<file path="config.mk">
export PLATFORM = sky130hd
export DESIGN_NAME = example
export DESIGN_NICKNAME = d
export VERILOG_FILES = /design/src/rtl/example_pkg.sv /design/src/rtl/example_reg.sv /design/src/rtl/example.sv
export SDC_FILE = /design/constraint.sdc
export NUM_CORES = 1
export LEC_CHECK = 0
export ABC_AREA = 1
export CAP_MARGIN = 15
export CORE_UTILIZATION = 30
export CTS_BUF_LIST = sky130_fd_sc_hd__clkbuf_4 sky130_fd_sc_hd__clkbuf_8
export CTS_CLUSTER_SIZE = 10
export DETAILED_ROUTE_END_ITERATION = 8
export GPL_TIMING_DRIVEN = 0
export SLEW_MARGIN = 40
export SYNTH_ARGS = -nofsm -noshare
export SYNTH_HDL_FRONTEND = slang
export SYNTH_SLANG_ARGS = --single-unit
</file>
<file path="constraint.sdc">
create_clock -name clk_i -period 1.25 [get_ports clk_i]
set_input_delay 0.125 -clock clk_i [delete_from_list [all_inputs] [get_ports clk_i]]
set_output_delay 0.125 -clock clk_i [all_outputs]
set_load 0.03 [all_outputs]
</file>
<file path="src/rtl/example_pkg.sv">
// Shared constants and types for the example event/cycle counter.
package example_pkg;

    localparam int default_width_c = 8;

    typedef logic [default_width_c-1:0] count_t;

endpackage : example_pkg

</file>
<file path="src/rtl/example_reg.sv">
// Width-parameterized register with asynchronous active-low clear and load enable.
module example_reg
    import example_pkg::*;
#(
    parameter int width_p = default_width_c
) (
    input  logic               clk_i,
    input  logic               reset_i,
    input  logic               en_i,
    input  logic [width_p-1:0] d_i,
    output logic [width_p-1:0] q_o
);

    logic [width_p-1:0] q_reg;

    always_ff @(posedge clk_i or negedge reset_i) begin
        if (!reset_i) begin
            q_reg <= '0;
        end else if (en_i) begin
            q_reg <= d_i;
        end
    end

    assign q_o = q_reg;

endmodule : example_reg

</file>
<file path="src/rtl/example.sv">
// Free-running up-counter with count enable; wraps modulo 2^width_p, async active-low clear.
module example
    import example_pkg::*;
#(
    parameter int width_p = default_width_c
) (
    input  logic               clk_i,
    input  logic               reset_i,
    input  logic               en_i,
    output logic [width_p-1:0] count_o
);

    if (width_p < 1 || width_p > 32) begin : g_bad_width
        $error("example: width_p must be in 1..32");
    end

    logic [width_p-1:0] count_next;

    // Carry out of the top bit is dropped, giving the modulo wrap for free.
    assign count_next = count_o + 1'b1;

    example_reg #(
        .width_p (width_p)
    ) u_count_reg (
        .clk_i   (clk_i),
        .reset_i (reset_i),
        .en_i    (en_i),
        .d_i     (count_next),
        .q_o     (count_o)
    );

`ifndef SYNTHESIS
    a_reset_clears : assert property (@(posedge clk_i)
        !reset_i |-> (count_o == '0))
        else $error("example: count not cleared while in reset");

    a_count_inc : assert property (@(posedge clk_i) disable iff (!reset_i)
        en_i |=> (count_o == $past(count_o) + 1'b1))
        else $error("example: enabled count did not advance by one");

    a_count_hold : assert property (@(posedge clk_i) disable iff (!reset_i)
        !en_i |=> (count_o == $past(count_o)))
        else $error("example: disabled count did not hold");
`endif

endmodule : example

</file>
==> impl_metrics.toml, run 1 <==
[timing]
finalCriticalPeriod_ns = 1.21
setup_viol = 0
tightest_slew_ns = 0.380
rsz0062_at_grt = "no"
slew_violations = 0
hold_viol_final = 0
worst_slew_margin_rel_pct = 74.6
finalSetupTns_ns = 0
fin_worst_skew_ns = 0.00287
clock.fmax_ghz = 0.826
finalCritPeriodShare_pct = 96.8
fin_ws_ns = 0.0400

[placed_design]
pre_cts_ws_ns = -0.00295
hpwl_um = 461
gp_congestion = 0.675
port_buffers = 10
dp.cells = 66

[drt]
drtAntennaViolNets = 0
first_pass_iters = 2
vias = 286
vias_per_cell = 4.14
drt_drc_violations_left = 0
first_iter_violations = 4
wl_per_cell_um = 8.64
drt_wl_total_um = 596

[grt]
grt_pass1_vias = 241
antenna_found_initial = 0
grt_pass1_wl_mm = 1.02
overflow = 0
grt_max_degree = 9
grt_usage_pct = 11.3

[critical_path]
end_kind = "output port"
r2r_start = "u_count_reg.q_o[0]"
critPathTopFamily = "buffers and inverters"
path_cells = "dlygate4sd2_1"
crit_type = "flop to output port"
cpPeakStageDelay_ns = 0.42
crit_required_ns = 1.12
crit_arrival_ns = 1.09
crit_path_top_delay_cell = "dlygate4sd2_1"
worstSetupStartpointType = "flop"
cp_max_fo = 4
crit_start = "u_count_reg.q_o[0]"
critPathBufInv = 1

[power]
p_leak_uw = 0.000265
powerDensity_nw_per_um2 = 2560
ir_drop_uv = 1070

[floorplan]
fp.dieH_um = 38.2
die_w_um = 38.2
start_util_pct = 34.0
row_count = 12
core_area_um2 = 1160
dieArea_um2 = 1460
io_pins = 11

[min_path]
hold_path.class = "input pin to asynchronous set/reset pin"

[job]
maxCapViolations = 0

[clock_tree]
cts_made_buffers = 3
cts_tree = "built"
cts_hold_buf = 0
clkLatencyLatePin_ns = 0.25
path_clk_slew_ns = 0.05
root_buffer = "clkbuf_4"
clock_path_buffers = 2
cts.sinks = 8
htreeDepth = 1
cts_setup_buffers = 0

[synth]
synth_seq_cells = 8
async_flop_share_pct = 100
synthCells = 42
synth_top_cell_area_share_pct = 51.0
yosysUniqueCellTypes = 12
syn_area_per_cell_um2 = 9.35
syn_nets = 46
synth_most_common_cell = "nand2_1"
ys_top_cells_by_count = "nand2_1 (13), dfrtp_1 (8), inv_1 (6)"
yosysWarnings = 0
synth_seq_area_share_pct = 51.0
synth_edf_count = 0
synth_area_um2 = 393
synth_area_leaders = "dfrtp_1 (51%), nand2_1 (12%), xor2_1 (6.7%)"
synth_ff_type = "dfrtp_1"
yosysTopAreaCell = "dfrtp_1"

[layout]
drive_gt1_share_pct = 14.5
fin_nets = 61
area.growth.synth_to_final_pct = 33.4
antenna_cells = 0
largest_reg_flops = 8
fill_cells = 117
multi_input_comb_area_um2 = 170
fin_cells = 69
regArea_um2 = 200

[outcome]
status = "complete, no violations"
-- area by class of cell --
class                      count  share of cell area, %
inverter                       6                   4.30
sequential                     8                   38.2
clock buffer                   3                   4.30
multi-input combinational     28                   32.5
timing repair buffer          10                   17.4
tap                           14                   3.34
-- metal layers --
metal	vias to the layer above	track usage [%]	share of wire, %
met5	-	0	0
met4	0	8.04	1.7
met3	2	6.98	7.0
met2	7	13.1	42
met1	124	14.7	49
li1	153	-	-
-- kinds of logic (layout without fill, tap and decap cells) --
kind of cell	Yosys count	after routing	synth area share, %
simple gates	22	22	28.3
mux	1	1	2.87
buf+inv	6	19	5.73
flops	8	8	51.0
fa+ha+maj	1	1	3.18
xor+xnor	4	4	8.92
-- placed cells by master, fill, tap and decap left out --
cell type,instances
nand3_1,2
nor2_4,2
xnor2_1,1
inv_1,6
nor2_1,1
clkdlybuf4s15_1,1
clkbuf_4,3
xor2_1,3
nand2_2,3
ha_1,1
mux2_1,1
nand2_1,13
nand3b_1,1
dfrtp_1,8
clkdlybuf4s50_1,2
dlygate4sd2_1,7
-- where the power goes --
group	internal, uW	switching (uW)	leakage [uW]
combinational	235	419	0.000161
clock	109	78.3	0.0000138
sequential	377	124	0.0000900
total	721	621	0.000265
-- through the flow --
step                      cell area, um^2  hold slack, ns  total power, uW  util (%)
after floorplan                       393          -0.171              960         -
after global placement                510           0.433             1240      44.2
after detailed placement              510           0.432             1250      44.2
after CTS                             523           0.161             1360      45.2
after global routing                  524           0.193             1450      45.3
final                                 524           0.161             1340      45.3
-- repair_timing --
action                                  CTS  global route
endpoints found under the hold margin     0             0
endpoints found under the setup margin    8             1
gates resized for setup                   8             1
-- final timing paths --
| path | to | slack, ns | cells past startpoint |
|---|---|---|---|
| worst max register to register | u_count_reg.q_o[1] | 0.11 | 2 |
| min in group clk_i | u_count_reg.q_o[4] | 0.51 | 1 |
| worst min register to register | u_count_reg.q_o[4] | 0.51 | 1 |
| worst max-delay path | count_o[0] | 0.04 | 1 |
| worst min-delay path | u_count_reg.q_o[0] | 0.16 | 1 |
| max in group asynchronous | u_count_reg.q_o[7] | 0.82 | 1 |
(Power assumes the default switching activity.)
==> inputs of run 2 (changes only) <==
--- a/config.mk
+++ b/config.mk
@@ -6,7 +6,7 @@
 export NUM_CORES = 1
 export LEC_CHECK = 0
 export ABC_AREA = 1
-export CAP_MARGIN = 15
+export CAP_MARGIN = 20
 export CORE_UTILIZATION = 30
 export CTS_BUF_LIST = sky130_fd_sc_hd__clkbuf_4 sky130_fd_sc_hd__clkbuf_8
 export CTS_CLUSTER_SIZE = 10
==> constraint.sdc (replaced) <==
create_clock -name clk_i -period 1.2 [get_ports clk_i]
set_input_delay 0.12 -clock clk_i [delete_from_list [all_inputs] [get_ports clk_i]]
set_output_delay 0.12 -clock clk_i [all_outputs]
set_load 0.03 [all_outputs]
==> run 2 against run 1 <==
  * Via count fell by 4.5%
  * Die area did not move
  * Critical path depth unchanged
  * Flip-flop and latch count stayed put
  * Global-route usage shrank 0.49 points
  * Sequential power grew 7.2%
  * Setup slack improved by 0.0083 ns
  * Utilization shrank 0.11 points
  * Hold slack lost 0.0081 ns
  * Non-clock buffer count did not move
  * Final area down 0.24%
  * Register-to-register slack lost 0.06 ns
  * Critical path type unchanged
  * Critical endpoint unchanged
  * Largest power group unchanged
==> impl_metrics.toml, run 2 (synthesis results as in run 1) <==
[outcome]
status = "complete, no violations"

[critical_path]
worstReg2RegEnd = "u_count_reg.q_o[1]"
critPathTopFamily = "flip-flops"
cpPeakStageDelay_ns = 0.44
crit_arrival_ns = 1.03
end_kind = "output port"
cp_max_fo = 4
reg2reg_depth = 2
crit_type = "flop to output port"
r2r_start = "u_count_reg.q_o[0]"
crit_path_top_delay_cell = "dfrtp_2"
crit_required_ns = 1.08
reg2reg_slack_ns = 0.05
worstSetupStartpointType = "flop"
critPathBufInv = 1
path_cells = "clkdlybuf4s15_1"

[grt]
overflow = 0
grt_pass1_vias = 249
antenna_found_initial = 0
grt_pass1_wl_mm = 1.01
grt_usage_pct = 10.8
grt_max_degree = 9

[layout]
multi_input_comb_area_um2 = 170
area.growth.synth_to_final_pct = 33.1
mostFrequentLayoutCell = "nand2_1"
fin_nets = 61
drive_gt1_share_pct = 21.8
largest_reg_flops = 8
fill_cells = 105
antenna_cells = 0
layout_common_cells = "nand2_1 (13), inv_1 (6), dfrtp_1 (6)"
regArea_um2 = 203

[drt]
vias_per_cell = 3.96
vias = 273
wl_per_cell_um = 8.77
drt_wl_total_um = 605
first_iter_violations = 2
first_pass_iters = 2
drtAntennaViolNets = 0
drt_drc_violations_left = 0

[timing]
slew_violations = 0
tightest_slew_ns = 0.368
rsz0062_at_grt = "no"
setup_viol = 0
worst_slew_margin_rel_pct = 75.4
holdWs_ns = 0.153
hold_viol_final = 0
finalCritPeriodShare_pct = 96.0
clock.fmax_ghz = 0.868
finalCriticalPeriod_ns = 1.15
fin_worst_skew_ns = 0.00276

[floorplan]
fp.dieH_um = 38.2
die_w_um = 38.2
start_util_pct = 34.0
core_area_um2 = 1160
row_count = 12
dieArea_um2 = 1460
io_pins = 11

[clock_tree]
cts_made_buffers = 3
clkLatencyLatePin_ns = 0.25
cts_setup_buffers = 0
htreeDepth = 1
cts.sinks = 8
root_buffer = "clkbuf_4"
clock_path_buffers = 2
cts_tree = "built"
path_clk_slew_ns = 0.05

[power]
ir_drop_uv = 1090
powerDensity_nw_per_um2 = 2710
p_leak_uw = 0.000259
power_uw = 1420

[min_path]
hold_path.class = "input pin to asynchronous set/reset pin"

[placed_design]
hpwl_um = 472
gp_congestion = 0.674
port_buffers = 10

[job]
maxCapViolations = 0
run 2: cell count changes in the layout (fill, tap and decap cells not counted), sizes merged:
cell           before  now
dlygate4sd2         7    2
clkdlybuf4s15       1    4
clkbuf              3    5
run 2: routing by layer:
layer,track usage (%),routed length (um)
met1,12.5,311
met2,16.5,264
met3,6.98,29
met4,2.68,0
met5,0,0
run 2: repair_timing:
action,4_1_cts,5_1_grt
hold buffers,0,0
endpoints found under the setup margin,8,6
gates resized for setup,9,7
run 2: layout make-up:
cell class,count,share of cell area [%]
Tap cell,14,3.35
Sequential cell,8,38.8
Multi-Input combinational cell,28,32.5
Timing Repair Buffer,10,16.7
Clock buffer,3,4.31
Inverter,6,4.31
run 2: worst max path at each step:
| stage | from | to | depth (start not counted) | slack (ns) |
|---|---|---|---|---|
| after CTS | u_count_reg.q_o[0] | count_o[0] | 1 | 0.01 |
| after detailed placement | en_i | u_count_reg.q_o[7] | 6 | -0.04 |
| after global placement | en_i | u_count_reg.q_o[7] | 6 | -0.04 |
| after floorplan | u_count_reg.q_o[0] | u_count_reg.q_o[1] | 2 | 0.02 |
| after global routing | u_count_reg.q_o[2] | count_o[2] | 1 | 0.002 |
| final | u_count_reg.q_o[0] | count_o[0] | 1 | 0.05 |
run 2: report_power, final:
| group | leakage, uW | switching, uW | total (uW) | internal, uW |
|---|---|---|---|---|
| Combinational | 0.000158 | 437 | 683 | 245 |
| Sequential | 0.0000880 | 138 | 537 | 400 |
| Clock | 0.0000138 | 81.4 | 195 | 114 |
| Total | 0.000259 | 656 | 1420 | 759 |
run 2: stage by stage:
stage | cells | setup slack [ns] | setup TNS [ns] | utilization, % | cell area [um^2]
6_report | 69 | 0.0483 | 0 | 45.2 | 523
5_1_grt | 69 | 0.00211 | 0 | 45.2 | 523
4_1_cts | 69 | 0.0122 | 0 | 45.6 | 527
3_5_place_dp | 66 | -0.0439 | -0.0832 | 44.4 | 513
3_3_place_gp | 66 | -0.0426 | -0.0933 | 44.4 | 513
2_1_floorplan | 42 | 0.0157 | 0 | - | 395
